[config.mk]
export PLATFORM = sky130hd
export DESIGN_NAME = ram_burst_master
export DESIGN_NICKNAME = d
export VERILOG_FILES = /design/src/rtl/ram_burst_pkg.sv /design/src/rtl/ram_rd_fifo.sv /design/src/rtl/ram_burst_master.sv
export SDC_FILE = /design/constraint.sdc
export NUM_CORES = 1
export LEC_CHECK = 0
export CORE_MARGIN = 2
export CORE_UTILIZATION = 25
export DETAILED_ROUTE_END_ITERATION = 10
export DONT_BUFFER_PORTS = 1
export PLACE_DENSITY = 0.4
export SLEW_MARGIN = 15
export SYNTH_ARGS = -nofsm -noshare
export SYNTH_HDL_FRONTEND = slang
export SYNTH_SLANG_ARGS = --single-unit
[constraint.sdc]
create_clock -name clock -period 1.8 [get_ports clock]
set_input_delay 0.09 -clock clock [delete_from_list [all_inputs] [get_ports clock]]
set_output_delay 0.09 -clock clock [all_outputs]
set_load 0.05 [all_outputs]
[src/rtl/ram_burst_pkg.sv]
// Shared types and sizing constants for the RAM burst master and its read FIFO.
package ram_burst_pkg;
  typedef enum logic [1:0] {
    IDLE  = 2'd0,
    WRITE = 2'd1,
    READ  = 2'd2,
    DRAIN = 2'd3
  } state_t;

  localparam int RD_FIFO_DEPTH = 4;
  localparam int MAX_INFLIGHT  = 2;
  localparam int PTR_W         = $clog2(RD_FIFO_DEPTH);
  localparam int CNT_W         = $clog2(RD_FIFO_DEPTH + 1);
endpackage

[src/rtl/ram_rd_fifo.sv]
// Small read-return FIFO holding RAM data plus its end-of-burst tag.
module ram_rd_fifo
  import ram_burst_pkg::*;
#(
  parameter int WIDTH = 33
) (
  input  logic             clock,
  input  logic             reset_n,
  input  logic             push,
  input  logic [WIDTH-1:0] push_data,
  input  logic             pop,
  output logic [WIDTH-1:0] head,
  output logic [CNT_W-1:0] count,
  output logic             empty,
  output logic             full
);

  logic [WIDTH-1:0] mem_r [RD_FIFO_DEPTH];
  logic [PTR_W-1:0] wr_ptr_r;
  logic [PTR_W-1:0] rd_ptr_r;
  logic [CNT_W-1:0] count_r;
  logic             pop_s;
  logic             push_s;

  assign empty  = (count_r == {CNT_W{1'b0}});
  assign full   = (count_r == CNT_W'(RD_FIFO_DEPTH));
  assign pop_s  = pop & ~empty;
  assign push_s = push & (~full | pop_s);
  assign head   = mem_r[rd_ptr_r];
  assign count  = count_r;

  // Storage, pointers and occupancy.
  always_ff @(posedge clock or negedge reset_n) begin
    if (!reset_n) begin
      for (int i = 0; i < RD_FIFO_DEPTH; i++) begin
        mem_r[i] <= '0;
      end
      wr_ptr_r <= {PTR_W{1'b0}};
      rd_ptr_r <= {PTR_W{1'b0}};
      count_r  <= {CNT_W{1'b0}};
    end else begin
      if (push_s) begin
        mem_r[wr_ptr_r] <= push_data;
        wr_ptr_r        <= wr_ptr_r + {{(PTR_W-1){1'b0}}, 1'b1};
      end
      if (pop_s) begin
        rd_ptr_r <= rd_ptr_r + {{(PTR_W-1){1'b0}}, 1'b1};
      end
      case ({push_s, pop_s})
        2'b10:   count_r <= count_r + {{(CNT_W-1){1'b0}}, 1'b1};
        2'b01:   count_r <= count_r - {{(CNT_W-1){1'b0}}, 1'b1};
        default: count_r <= count_r;
      endcase
    end
  end

endmodule

[src/rtl/ram_burst_master.sv]
// Burst initiator for one synchronous-read RAM: wrapping address walk, streamed
// write data, and a credit-limited read pipeline feeding a small return FIFO.
module ram_burst_master
  import ram_burst_pkg::*;
#(
  parameter int AWIDTH = 3,
  parameter int DWIDTH = 32
) (
  input  logic              clock,
  input  logic              reset_n,
  input  logic              cmd_valid,
  output logic              cmd_ready,
  input  logic              cmd_we,
  input  logic [AWIDTH-1:0] cmd_addr,
  input  logic [AWIDTH:0]   cmd_len,
  input  logic              wr_valid,
  output logic              wr_ready,
  input  logic [DWIDTH-1:0] wr_data,
  output logic              rd_valid,
  input  logic              rd_ready,
  output logic [DWIDTH-1:0] rd_data,
  output logic              rd_last,
  output logic [AWIDTH-1:0] ram_addr,
  output logic [DWIDTH-1:0] ram_din,
  output logic              ram_we,
  input  logic [DWIDTH-1:0] ram_dout,
  output logic              busy
);

  localparam logic [AWIDTH-1:0] ADDR_ONE = {{(AWIDTH-1){1'b0}}, 1'b1};
  localparam logic [AWIDTH:0]   REM_ONE  = {{AWIDTH{1'b0}}, 1'b1};

  state_t            state_r;
  state_t            state_nxt_s;
  logic [AWIDTH-1:0] addr_r;
  logic [AWIDTH:0]   rem_r;
  logic              pend_r;
  logic              pend_last_r;
  logic [1:0]        inflight_r;
  logic              issue_s;
  logic              credit_ok_s;
  logic              cmd_accept_s;
  logic              wr_beat_s;
  logic              pop_s;
  logic              drain_done_s;
  logic [DWIDTH:0]   fifo_head_s;
  logic [CNT_W-1:0]  fifo_count_s;
  logic              fifo_empty_s;
  logic              fifo_full_s;

  assign cmd_accept_s = cmd_valid & (state_r == IDLE);
  assign wr_beat_s    = (state_r == WRITE) & wr_valid;
  assign pop_s        = rd_valid & rd_ready;
  // A read may issue only if its data, plus everything already owed, fits the FIFO.
  assign credit_ok_s  = (({1'b0, fifo_count_s} + {2'b00, inflight_r}) < 4'(RD_FIFO_DEPTH))
                        & (inflight_r < 2'(MAX_INFLIGHT)) & ~fifo_full_s;
  // Leave DRAIN in the same cycle the final word pops, so cmd_ready rises right after.
  assign drain_done_s = ~pend_r & ((fifo_count_s == {CNT_W{1'b0}}) |
                        ((fifo_count_s == {{(CNT_W-1){1'b0}}, 1'b1}) & pop_s));

  assign ram_addr = addr_r;
  assign rd_valid = ~fifo_empty_s;
  assign rd_data  = fifo_empty_s ? {DWIDTH{1'b0}} : fifo_head_s[DWIDTH-1:0];
  assign rd_last  = ~fifo_empty_s & fifo_head_s[DWIDTH];

  // State register.
  always_ff @(posedge clock or negedge reset_n) begin
    if (!reset_n) begin
      state_r <= IDLE;
    end else begin
      state_r <= state_nxt_s;
    end
  end

  // Next-state logic.
  always_comb begin
    state_nxt_s = state_r;
    case (state_r)
      IDLE: begin
        if (cmd_accept_s && (cmd_len != {(AWIDTH+1){1'b0}})) begin
          state_nxt_s = cmd_we ? WRITE : READ;
        end else begin
          state_nxt_s = IDLE;
        end
      end
      WRITE: begin
        if (wr_beat_s && (rem_r == REM_ONE)) begin
          state_nxt_s = IDLE;
        end else begin
          state_nxt_s = WRITE;
        end
      end
      READ: begin
        if (issue_s && (rem_r == REM_ONE)) begin
          state_nxt_s = DRAIN;
        end else begin
          state_nxt_s = READ;
        end
      end
      DRAIN: begin
        if (drain_done_s) begin
          state_nxt_s = IDLE;
        end else begin
          state_nxt_s = DRAIN;
        end
      end
      default: state_nxt_s = IDLE;
    endcase
  end

  // Per-state outputs and RAM controls.
  always_comb begin
    cmd_ready = 1'b0;
    busy      = 1'b1;
    wr_ready  = 1'b0;
    ram_we    = 1'b0;
    ram_din   = {DWIDTH{1'b0}};
    issue_s   = 1'b0;
    case (state_r)
      IDLE: begin
        cmd_ready = 1'b1;
        busy      = 1'b0;
      end
      WRITE: begin
        wr_ready = 1'b1;
        ram_we   = wr_valid;
        ram_din  = wr_data;
      end
      READ: begin
        issue_s = credit_ok_s;
      end
      DRAIN: begin
        busy = 1'b1;
      end
      default: begin
        cmd_ready = 1'b0;
        busy      = 1'b1;
      end
    endcase
  end

  // Burst address and remaining-word counters.
  always_ff @(posedge clock or negedge reset_n) begin
    if (!reset_n) begin
      addr_r <= {AWIDTH{1'b0}};
      rem_r  <= {(AWIDTH+1){1'b0}};
    end else if (cmd_accept_s) begin
      addr_r <= cmd_addr;
      rem_r  <= cmd_len;
    end else if (wr_beat_s || issue_s) begin
      addr_r <= addr_r + ADDR_ONE;
      rem_r  <= rem_r - REM_ONE;
    end else begin
      addr_r <= addr_r;
      rem_r  <= rem_r;
    end
  end

  // Read pipeline: an issue this cycle means ram_dout is valid next cycle.
  always_ff @(posedge clock or negedge reset_n) begin
    if (!reset_n) begin
      pend_r      <= 1'b0;
      pend_last_r <= 1'b0;
      inflight_r  <= 2'd0;
    end else begin
      pend_r      <= issue_s;
      pend_last_r <= issue_s & (rem_r == REM_ONE);
      case ({issue_s, pend_r})
        2'b10:   inflight_r <= inflight_r + 2'd1;
        2'b01:   inflight_r <= inflight_r - 2'd1;
        default: inflight_r <= inflight_r;
      endcase
    end
  end

  ram_rd_fifo #(
    .WIDTH(DWIDTH + 1)
  ) u_rd_fifo (
    .clock    (clock),
    .reset_n  (reset_n),
    .push     (pend_r),
    .push_data({pend_last_r, ram_dout}),
    .pop      (pop_s),
    .head     (fifo_head_s),
    .count    (fifo_count_s),
    .empty    (fifo_empty_s),
    .full     (fifo_full_s)
  );

endmodule

==> metrics.md, run 1 <==
| Metric | Value |
|---|---|
| Run status | complete, but fails checks |
| Failing checks | negative hold slack, negative setup slack |
| Asr flop ratio synth | 1.00 |
| CTS tree | done |
| Fin crit period | around 2000 ps |
| Fin area | 0.0113 sq mm |
| Setup repair after global routing missed its margin | yes |
| P&R area growth vs syn | 51.7% |
| # setup viols final | 47 |
| Top-level port count | 150 |
| Slew @ Worst Pin | 503 ps |
| Setup TNS | -4740 ps |
| Slew Viols, Final | 0 |
| Worst slew margin | 0.665 |
| Final worst slack | -192 ps |
| Sequential power share | 0.265 |
| DIE AREA | slightly above 0.03 sq mm |
| Critical path startpoint | u_rd_fifo.rd_ptr_r[0] |
| Clk Latency, worst-skew pair | 420 ps |
| Number of flops mapped to enable cells by yosys | 0 |
| Most frequent cells in the layout | dfrtp_1 (149), mux2_4 (125), buf_12 (57) |
| Ratio of cells with drive above 1 in the final layout | 0.574 |
| Final Hold Viols | ~150 |
| Pre-CTS setup slack | -45.5 ps |
| R2R Setup Slk | -60 ps |
| Top FF cell, synth | dfrtp_1 |
| Inserted Clock Buffers | 17 |
| Synth cell types | 39 |
| Synthesis Warnings | 0 |
| Psw | 8.89 mW |
| Clock power share | 0.151 |
| FILL cells | 2707 |
| Clock buffer depth | 2 |
| Initial Utilization | 0.252 |
| CP startpoint kind | flip-flop |
| Syn_nets | roughly 600 |
| Seq/Total Area, Yosys | 0.512 |
| Max-cap violation count | 0 |
| WL final | 21500 um |
| Antenna cells | 0 |
| Initial DRC count | 220 |
| Int Pwr | 14.3 mW |
| Final core occ | 0.383 |
| GPL Wtd Cong | 0.735 |
| Path category of the worst min-delay check | input port to async pin |
| Detailed placement HPWL | 12000 um |
| Die Ht | 176 um |
| Grt ovf | 0 |
| Largest net degree at the start of global routing | 153 |
| Vias | 4761 |
| GRT Total Usage | 0.133 |
| CTS H-tree lvls | 4 |
| Critical path peak fanout | 5 |
| Port bufs | 0 |
| Antenna viol nets, final | 0 |
| Syn Std Cell Area | 0.00742 sq mm |
| Drt wl/cell | 20.4 um |
| Clock Root Buffer | clkbuf_16 |
| Syn avg cell area | 14.6 sq um |
| Sw Share | 0.384 |
| First-pass iteration count of the detailed router | 5 |
| Worst hold margin | -629 ps |
| First-pass GRT wire length | around 31000 um |
| Leakage | 5.26 nW |
| R2R cell count | 11 |
| Most common cell after layout, fill and taps aside | dfrtp_1 |
| Clk slew on worst S/H paths | 70 ps |
| # nets final | 743 |
| FMAX | approximately 0.50 GHz |
| Critical Path End Type | primary output |
| Cells after synthesis | 507 |
| Period utilization | 1.11 |
| PD cells | just over 2000 mW/mm^2 |
| Arr. time, crit path | 1900 ps |
| Initial antenna violation count | 0 |
| R2R Path Start | u_rd_fifo.count[1] |
| Worst VDD drop | 0.000801 V |
| Critical Path RT | 1710 ps |
| Residual DRC | 0 |
| Setup CP Type | flip-flop to primary output |
| Reg2reg end | u_rd_fifo.count[2] |
| Logic pwr share | 0.584 |
| Synthesized flop and latch total | 152 |
| Post-Place Cell Area | 0.00889 sq mm |
| Clock Skew | 15.4 ps |
| Clock sink total | 152 |
| Rows | 63 |
| Cts hold-fix bufs | 42 |
| Vias in the first global route | 5367 |
| Die width | 176 um |
| Core outline area | roughly 0.029 sq mm |
| Vias per inst | 4.51 |
[metal layers]
layer	share of wire	wire (um)	up-vias	track usage
met5	0	0	-	0
met4	0.0083	178	0	0.0320
met3	0.044	936	11	0.0325
met2	0.54	11600	142	0.247
met1	0.41	8780	2517	0.152
li1	-	-	2091	-
[critical path, cell delays in order, from the launching register on]
cell	delay (ps)
dfrtp_2	390
buf_4	140
buf_12	130
mux4_2	510
and2_4	180
buf_6	140
[cells by family (layout without fill, tap and decap cells)]
family	count (synthesis)	after routing	synth area share
AOI/OAI and AO/OA	16	17	0.0155
xor gates and xnor gates	11	11	0.0130
adders and majority gates	14	14	0.0236
buffers and inverters	41	198	0.0366
DFF	152	152	0.512
muxes	169	169	0.306
and+or+nand+nor	104	104	0.0924
[registers in the layout, summed over array words and instances (netlist names)]
| signal | count |
|---|---|
| ram_addr | 3 |
| pend_r | 1 |
| u_rd_fifo.wr_ptr_r | 2 |
| inflight_r | 2 |
| state_r | 2 |
| u_rd_fifo.rd_ptr_r | 2 |
| pend_last_r | 1 |
| u_rd_fifo.mem_r | 132 |
| rem_r | 4 |
| u_rd_fifo.count | 3 |
[metrics by stage]
step | total power, mW | cells
detailed placement | 16.6 | 943
finish | 23.2 | 1055
global placement | 16.3 | 943
CTS | 22.4 | 1044
global route | 24.3 | 1055
floorplan | 13.3 | 507
[area by class of cell]
class	count	area [sq um]	share of cell area
Clock buffer	17	425	0.0378
Clock inverter	15	156	0.0139
Inverter	11	47.5	0.00422
Multi-Input combinational cell	315	4040	0.359
Sequential cell	152	3810	0.338
Tap cell	390	488	0.0433
Timing Repair Buffer	155	2290	0.204
[synth_stat cells, types with 3 or more instances]
cell      count  area (sq um)
buf_6        13           146
nor2_1       10          37.5
clkbuf_1      9          33.8
dfrtp_1     152          3800
nand2_8       4          80.1
mux2_2      122          1370
inv_1        11          41.3
or3_1         4          25.0
a31oi_1       3          18.8
buf_2         4          20.0
mux2_1       10           113
ha_1         14           175
nand2_1       4          15.0
buf_4         4          30.0
mux2i_1       3          30.0
nand3_1       3          15.0
mux4_2       33           743
xnor2_1       7          61.3
and2_1       67           419
o21ai_0       5          25.0
xor2_1        4          35.0
a21oi_1       4          20.0
[worst max-delay path by stage]
stage                                    end  slack [ps]  cells after the start
final                            rd_data[16]        -190                      5
after global routing             rd_data[25]        -260                      5
after CTS                            rd_last        -240                      5
after detailed placement  u_rd_fifo.count[2]         -50                     10
after global placement    u_rd_fifo.count[2]         -20                     10
after floorplan           u_rd_fifo.count[2]           4                     10
[power groups by stage]
stage / Clock [mW] / Sequential [mW] / Combinational, mW
finish: 3.50 / 6.12 / 13.5
global route: 3.77 / 6.32 / 14.2
CTS: 3.62 / 6.03 / 12.7
detailed placement: 0 / 6.07 / 10.6
global placement: 0 / 5.90 / 10.4
floorplan: 0 / 5.80 / 7.52
[what timing repair did]
| action | in CTS | in global routing |
|---|---|---|
| endpoints found under the setup margin | 184 | 177 |
| hold endpoints to repair | 290 | 152 |
| cloned | 11 | 8 |
| pin swaps | 10 | 17 |
| resized for setup | 127 | 114 |
| setup buffers | 17 | 10 |
Power figures use the tool's default switching activity.
==> run 2: changes to the inputs <==
--- a/config.mk
+++ b/config.mk
@@ -9,7 +9,7 @@
 export CORE_UTILIZATION = 25
 export DETAILED_ROUTE_END_ITERATION = 10
 export DONT_BUFFER_PORTS = 1
-export PLACE_DENSITY = 0.4
+export PLACE_DENSITY = 0.38
 export SLEW_MARGIN = 15
 export SYNTH_ARGS = -nofsm -noshare
 export SYNTH_HDL_FRONTEND = slang
==> constraint.sdc (replaced) <==
create_clock -name clock -period 1.94 [get_ports clock]
set_input_delay 0.097 -clock clock [delete_from_list [all_inputs] [get_ports clock]]
set_output_delay 0.097 -clock clock [all_outputs]
set_load 0.05 [all_outputs]
==> run 2 against run 1 <==
  * The run still ends with negative hold slack, negative setup slack left
  * Total power is 9.4% lower
  * Routed wire length is 14% lower
  * Register-to-register slack better by 160 ps
  * Flip-flop and latch count stayed put
  * Critical endpoint is now rd_data[27]
==> metrics.md, run 2 (same netlist as run 1, synthesis figures left out) <==
| Metric | Value |
|---|---|
| Clk slew on worst S/H paths | 60 ps |
| R2R Path Start | u_rd_fifo.count[1] |
| Die Ht | 176 um |
| Reg2reg end | u_rd_fifo.mem_r[117] |
| Ratio of cells with drive above 1 in the final layout | 0.511 |
| Top-level port count | 150 |
| Antenna viol nets, final | 0 |
| FMAX | 0.485 GHz |
| Slew Viols, Final | 0 |
| Arr. time, crit path | 1970 ps |
| Die width | roughly 180 um |
| Port bufs | 0 |
| Period utilization | 1.06 |
| Post-Place Cell Area | 0.00860 sq mm |
| Critical Path RT | 1840 ps |
| Biggest register | u_rd_fifo.mem_r |
| Final Hold Viols | 152 |
| GPL Wtd Cong | 0.710 |
| Residual DRC | 0 |
| # nets final | 720 |
| Worst VDD drop | 0.000929 V |
| Worst hold margin | -621 ps |
| Critical Path End Type | primary output |
| Initial Utilization | 0.252 |
| Clock sink total | 152 |
| Max-cap violation count | 0 |
| Vias | 4530 |
| Setup CP Type | flip-flop to primary output |
| Setup repair after global routing missed its margin | yes |
| Leakage | between 4 and 5 nW |
| Slew @ Worst Pin | 498 ps |
| Vias per inst | 4.39 |
| Path category of the worst min-delay check | input port to async pin |
| Fin area | ~0.010 sq mm |
| Inserted Clock Buffers | 17 |
| Vias in the first global route | 5052 |
| Max reg flops | 132 |
| Clock Root Buffer | clkbuf_16 |
| DIE AREA | 0.0311 sq mm |
| Largest net degree at the start of global routing | 153 |
| WL final | 18600 um |
| PD cells | 2060 mW/mm^2 |
| Failing checks | negative hold slack, negative setup slack |
| Initial DRC count | 132 |
| Core outline area | slightly below 0.03 sq mm |
| Initial antenna violation count | 1 |
| First-pass iteration count of the detailed router | 4 |
| Grt ovf | 0 |
| # setup viols final | 33 |
| Largest regs | u_rd_fifo.mem_r (132), rem_r (4) |
| CP startpoint kind | flip-flop |
| CTS H-tree lvls | 4 |
| Clk Latency, worst-skew pair | 420 ps |
| FILL cells | 2839 |
| GRT Total Usage | 0.125 |
| Most common cell after layout, fill and taps aside | dfrtp_1 |
| First-pass GRT wire length | 28900 um |
| Detailed placement HPWL | 11000 um |
| Cts hold-fix bufs | 42 |
| R2R cell count | 7 |
| CTS tree | done |
| Run status | complete, but fails checks |
| Final worst slack | -122 ps |
| Clock buffer depth | 2 |
| Drt wl/cell | 18.0 um |
| P&R area growth vs syn | 36.9% |
| R2R Setup Slk | about 100 ps |
| Fin crit period | 2060 ps |
| Critical path peak fanout | 7 |
| Worst slew margin | 0.668 |
| Setup TNS | -1800 ps |
| Most frequent cells in the layout | dfrtp_1 (150), mux2_2 (122), dlygate4sd3_1 (42) |
| Rows | 63 |
| Clock Skew | 7.87 ps |
run 2: worst max path at each step:
stage | startpoint | end
2_1_floorplan | state_r[1] | ram_din[23]
3_3_place_gp | u_rd_fifo.count[1] | u_rd_fifo.mem_r[112]
3_5_place_dp | u_rd_fifo.count[1] | u_rd_fifo.mem_r[117]
4_1_cts | u_rd_fifo.rd_ptr_r[0] | rd_data[27]
5_1_grt | u_rd_fifo.rd_ptr_r[0] | rd_data[26]
6_report | u_rd_fifo.rd_ptr_r[0] | rd_data[27]
run 2: final cells by class:
class / count / area (sq um) / share of cell area
clock buffers: 22 / 474 / 0.0467
clock inverters: 10 / 165 / 0.0163
repair buffers: 133 / 1730 / 0.170
diodes: 1 / 2.50 / 0.000246
flip-flops and latches: 152 / 3810 / 0.375
well taps: 390 / 488 / 0.0480
multi-input cells: 314 / 3450 / 0.340
inverters: 11 / 41.3 / 0.00406
run 2: repair_timing:
item	4_1_cts	5_1_grt
pin swaps	26	1
cloned	6	0
gates resized for setup	76	12
setup buffers	7	2
endpoints found under the setup margin	104	68
hold endpoints to repair	289	152
run 2: per-stage QoR:
step                      power [mW]  instances  setup WS [ps]  hold slack (ps)   util
after floorplan                 12.3        507           91.1             -199      -
after global placement          15.4        944           20.0             -191  0.293
after detailed placement        15.6        944          -6.13             -191  0.293
after CTS                       21.3       1031           -167             -651  0.344
after global routing            22.1       1033           -190             -662  0.346
final                           21.0       1033           -122             -621  0.346
run 2: critical path, cell delays in order, from the launching register on:
cell	delay (ps)
dfrtp_2	410
buf_12	140
buf_12	140
mux4_2	550
and2_4	170
buf_12	140
run 2: metal layers:
| metal | wire [um] | part of all wire | GRT usage | vias up |
|---|---|---|---|---|
| met1 | 7770 | 0.42 | 0.149 | 2330 |
| met5 | 0 | 0 | 0 | - |
| li1 | - | - | - | 2057 |
| met4 | 281 | 0.015 | 0.0406 | 0 |
| met2 | 9740 | 0.52 | 0.222 | 127 |
| met3 | 765 | 0.041 | 0.0306 | 16 |
run 2: power by group:
part           total, mW  leakage [nW]  internal [mW]  switching, mW
Clock               3.58         0.315           2.27           1.31
Sequential          5.53          1.85           4.71          0.821
Combinational       11.9          2.25           6.31           5.57
Total               21.0          4.41           13.3           7.70
==> run 3: changes to the inputs <==
--- a/config.mk
+++ b/config.mk
@@ -9,6 +9,7 @@
 export CORE_UTILIZATION = 25
 export DETAILED_ROUTE_END_ITERATION = 10
 export DONT_BUFFER_PORTS = 1
+export HOLD_SLACK_MARGIN = 0.12
 export PLACE_DENSITY = 0.38
 export SLEW_MARGIN = 15
 export SYNTH_ARGS = -nofsm -noshare
==> run 3 against run 2 <==
  * The run still ends with negative hold slack, negative setup slack left
  * Utilization about the same
  * First-iteration DRC count decreased by 6.1%
  * Critical path depth did not move
  * Maximum frequency up 0.10%
  * Total power hardly changed
  * Highest routed layer unchanged
==> metrics.md, run 3 (same netlist as run 1, synthesis figures left out) <==
| Metric | Value |
|---|---|
| Run status | complete, but fails checks |
| Failing checks | negative hold slack, negative setup slack |
| Int Pwr | about 13 mW |
| Slew @ Worst Pin | 498 ps |
| Largest regs | u_rd_fifo.mem_r (132), rem_r (4) |
| Cts hold-fix bufs | 42 |
| WL final | 18600 um |
| Placed Instances | 944 |
| DIE AREA | around 0.031 sq mm |
| First-pass iteration count of the detailed router | 4 |
| Grt ovf | 0 |
| Logic pwr share | 0.566 |
| Worst hold margin | -621 ps |
| Setup CP Type | flip-flop to primary output |
| Clock Skew | approximately 8.0 ps |
| Die Ht | 176 um |
| Period utilization | 1.06 |
| Sequential power share | 0.263 |
| Register Area | 0.00381 sq mm |
| Worst VDD drop | 0.000931 V |
| Port bufs | 0 |
| Clock buffer depth | 2 |
| # setup viols final | 33 |
| Psw | between 7 and 8 mW |
| Biggest register | u_rd_fifo.mem_r |
| Core outline area | 0.0294 sq mm |
| Die width | 176 um |
| First-pass GRT wire length | 28900 um |
| Rows | 63 |
| GPL Wtd Cong | 0.710 |
| Vias per inst | 4.38 |
| Path category of the worst min-delay check | input port to async pin |
| CP startpoint kind | flip-flop |
| Residual DRC | 0 |
| Setup repair after global routing missed its margin | yes |
| Largest net degree at the start of global routing | 153 |
| GRT Total Usage | 0.125 |
| CTS H-tree lvls | 4 |
| FILL cells | 2838 |
| Vias | ~4500 |
| Critical Path End Type | primary output |
| Initial Utilization | 0.252 |
| Leakage | 4.41 nW |
| Initial DRC count | around 120 |
| Max reg flops | around 130 |
| Slew Viols, Final | 0 |
| Antenna viol nets, final | 0 |
| Clock Root Buffer | clkbuf_16 |
| Inserted Clock Buffers | 17 |
| Critical Path RT | 1840 ps |
| PD cells | 2070 mW/mm^2 |
| FMAX | 0.485 GHz |
| Final core occ | 0.346 |
| P&R area growth vs syn | 36.9% |
| Detailed placement HPWL | between 10000 and 15000 um |
| # nets final | 720 |
| Most common cell after layout, fill and taps aside | dfrtp_1 |
| Final Hold Viols | 152 |
| Max-cap violation count | 0 |
| Worst slew margin | 0.668 |
| Critical path peak fanout | 7 |
| Initial antenna violation count | 2 |
| Finished Layout Cells | 1034 |
| Most frequent cells in the layout | dfrtp_1 (150), mux2_2 (122), dlygate4sd3_1 (42) |
| Arr. time, crit path | 1960 ps |
| Top-level port count | 150 |
| Vias in the first global route | 5049 |
| Ratio of cells with drive above 1 in the final layout | 0.511 |
| Clock sink total | 152 |
| Sw Share | 0.367 |
| Multi-input gate area | 0.00345 sq mm |
| Clock power share | 0.171 |
| Fin crit period | approximately 2100 ps |
| Clk Latency, worst-skew pair | 410 ps |
| Drt wl/cell | 17.9 um |
| Final worst slack | -120 ps |
| CTS tree | done |
| Clk slew on worst S/H paths | 60 ps |
-- run 3: changes by cell type in the layout (fill, tap and decap cells not counted) --
cell / change
diode_2: +1
-- run 3: critical path: stages, from the launching register on --
cell and delay, ps:
dfrtp_2 410, buf_12 140, buf_12 140, mux4_2 550, and2_4 170, buf_12 140
-- run 3: power groups by stage --
stage	Sequential [mW]	Combinational (mW)	Clock, mW
global route	5.72	12.6	3.85
global placement	5.50	9.87	0
finish	5.53	11.9	3.58
floorplan	5.38	6.97	0
detailed placement	5.59	10.0	0
CTS	5.53	12.0	3.72
-- run 3: final timing paths --
check                                       endpoint  cells past startpoint  slack, ps                  start
worst max register to register  u_rd_fifo.mem_r[117]                      7         90     u_rd_fifo.count[1]
worst min-delay path            u_rd_fifo.mem_r[114]                      0       -620                reset_n
min in group clock                          rem_r[0]                      2        190              cmd_valid
worst max-delay path                     rd_data[27]                      5       -120  u_rd_fifo.rd_ptr_r[0]
max in group asynchronous       u_rd_fifo.mem_r[106]                      0       2350                reset_n
worst min register to register  u_rd_fifo.mem_r[128]                      1        490   u_rd_fifo.mem_r[128]
-- run 3: metal layers --
metal | GRT usage | share of wire | vias to the layer above | wire length (um)
met2 | 0.222 | 0.53 | 129 | 9750
li1 | - | - | 2057 | -
met1 | 0.148 | 0.42 | 2330 | 7780
met4 | 0.0406 | 0.015 | 0 | 281
met3 | 0.0304 | 0.040 | 16 | 750
met5 | 0 | 0 | - | 0
-- run 3: stage by stage --
stage / TNS (ps) / total power, mW / worst slack [ps] / instance area [sq um]
floorplan: 0 / 12.3 / 91.1 / 7420
global placement: 0 / 15.4 / 20.0 / 8600
detailed placement: -15.8 / 15.6 / -6.13 / 8600
CTS: -3180 / 21.3 / -167 / 10100
global route: -4300 / 22.1 / -190 / 10200
finish: -1750 / 21.0 / -120 / 10200
-- run 3: layout make-up --
type                            count  share of cell area
Clock inverter                     10              0.0163
Antenna cell                        2            0.000492
Tap cell                          390              0.0480
Timing Repair Buffer              133               0.170
Clock buffer                       22              0.0467
Multi-Input combinational cell    314               0.340
Sequential cell                   152               0.374
Inverter                           11             0.00406
-- run 3: timing repair --
| item | 4_1_cts | 5_1_grt |
|---|---|---|
| buffers inserted | 7 | 2 |
| cloned | 6 | 0 |
| gates resized for setup | 76 | 12 |
| hold endpoints to repair | 293 | 152 |
| pin swaps | 26 | 1 |
| setup endpoints to repair | 104 | 68 |
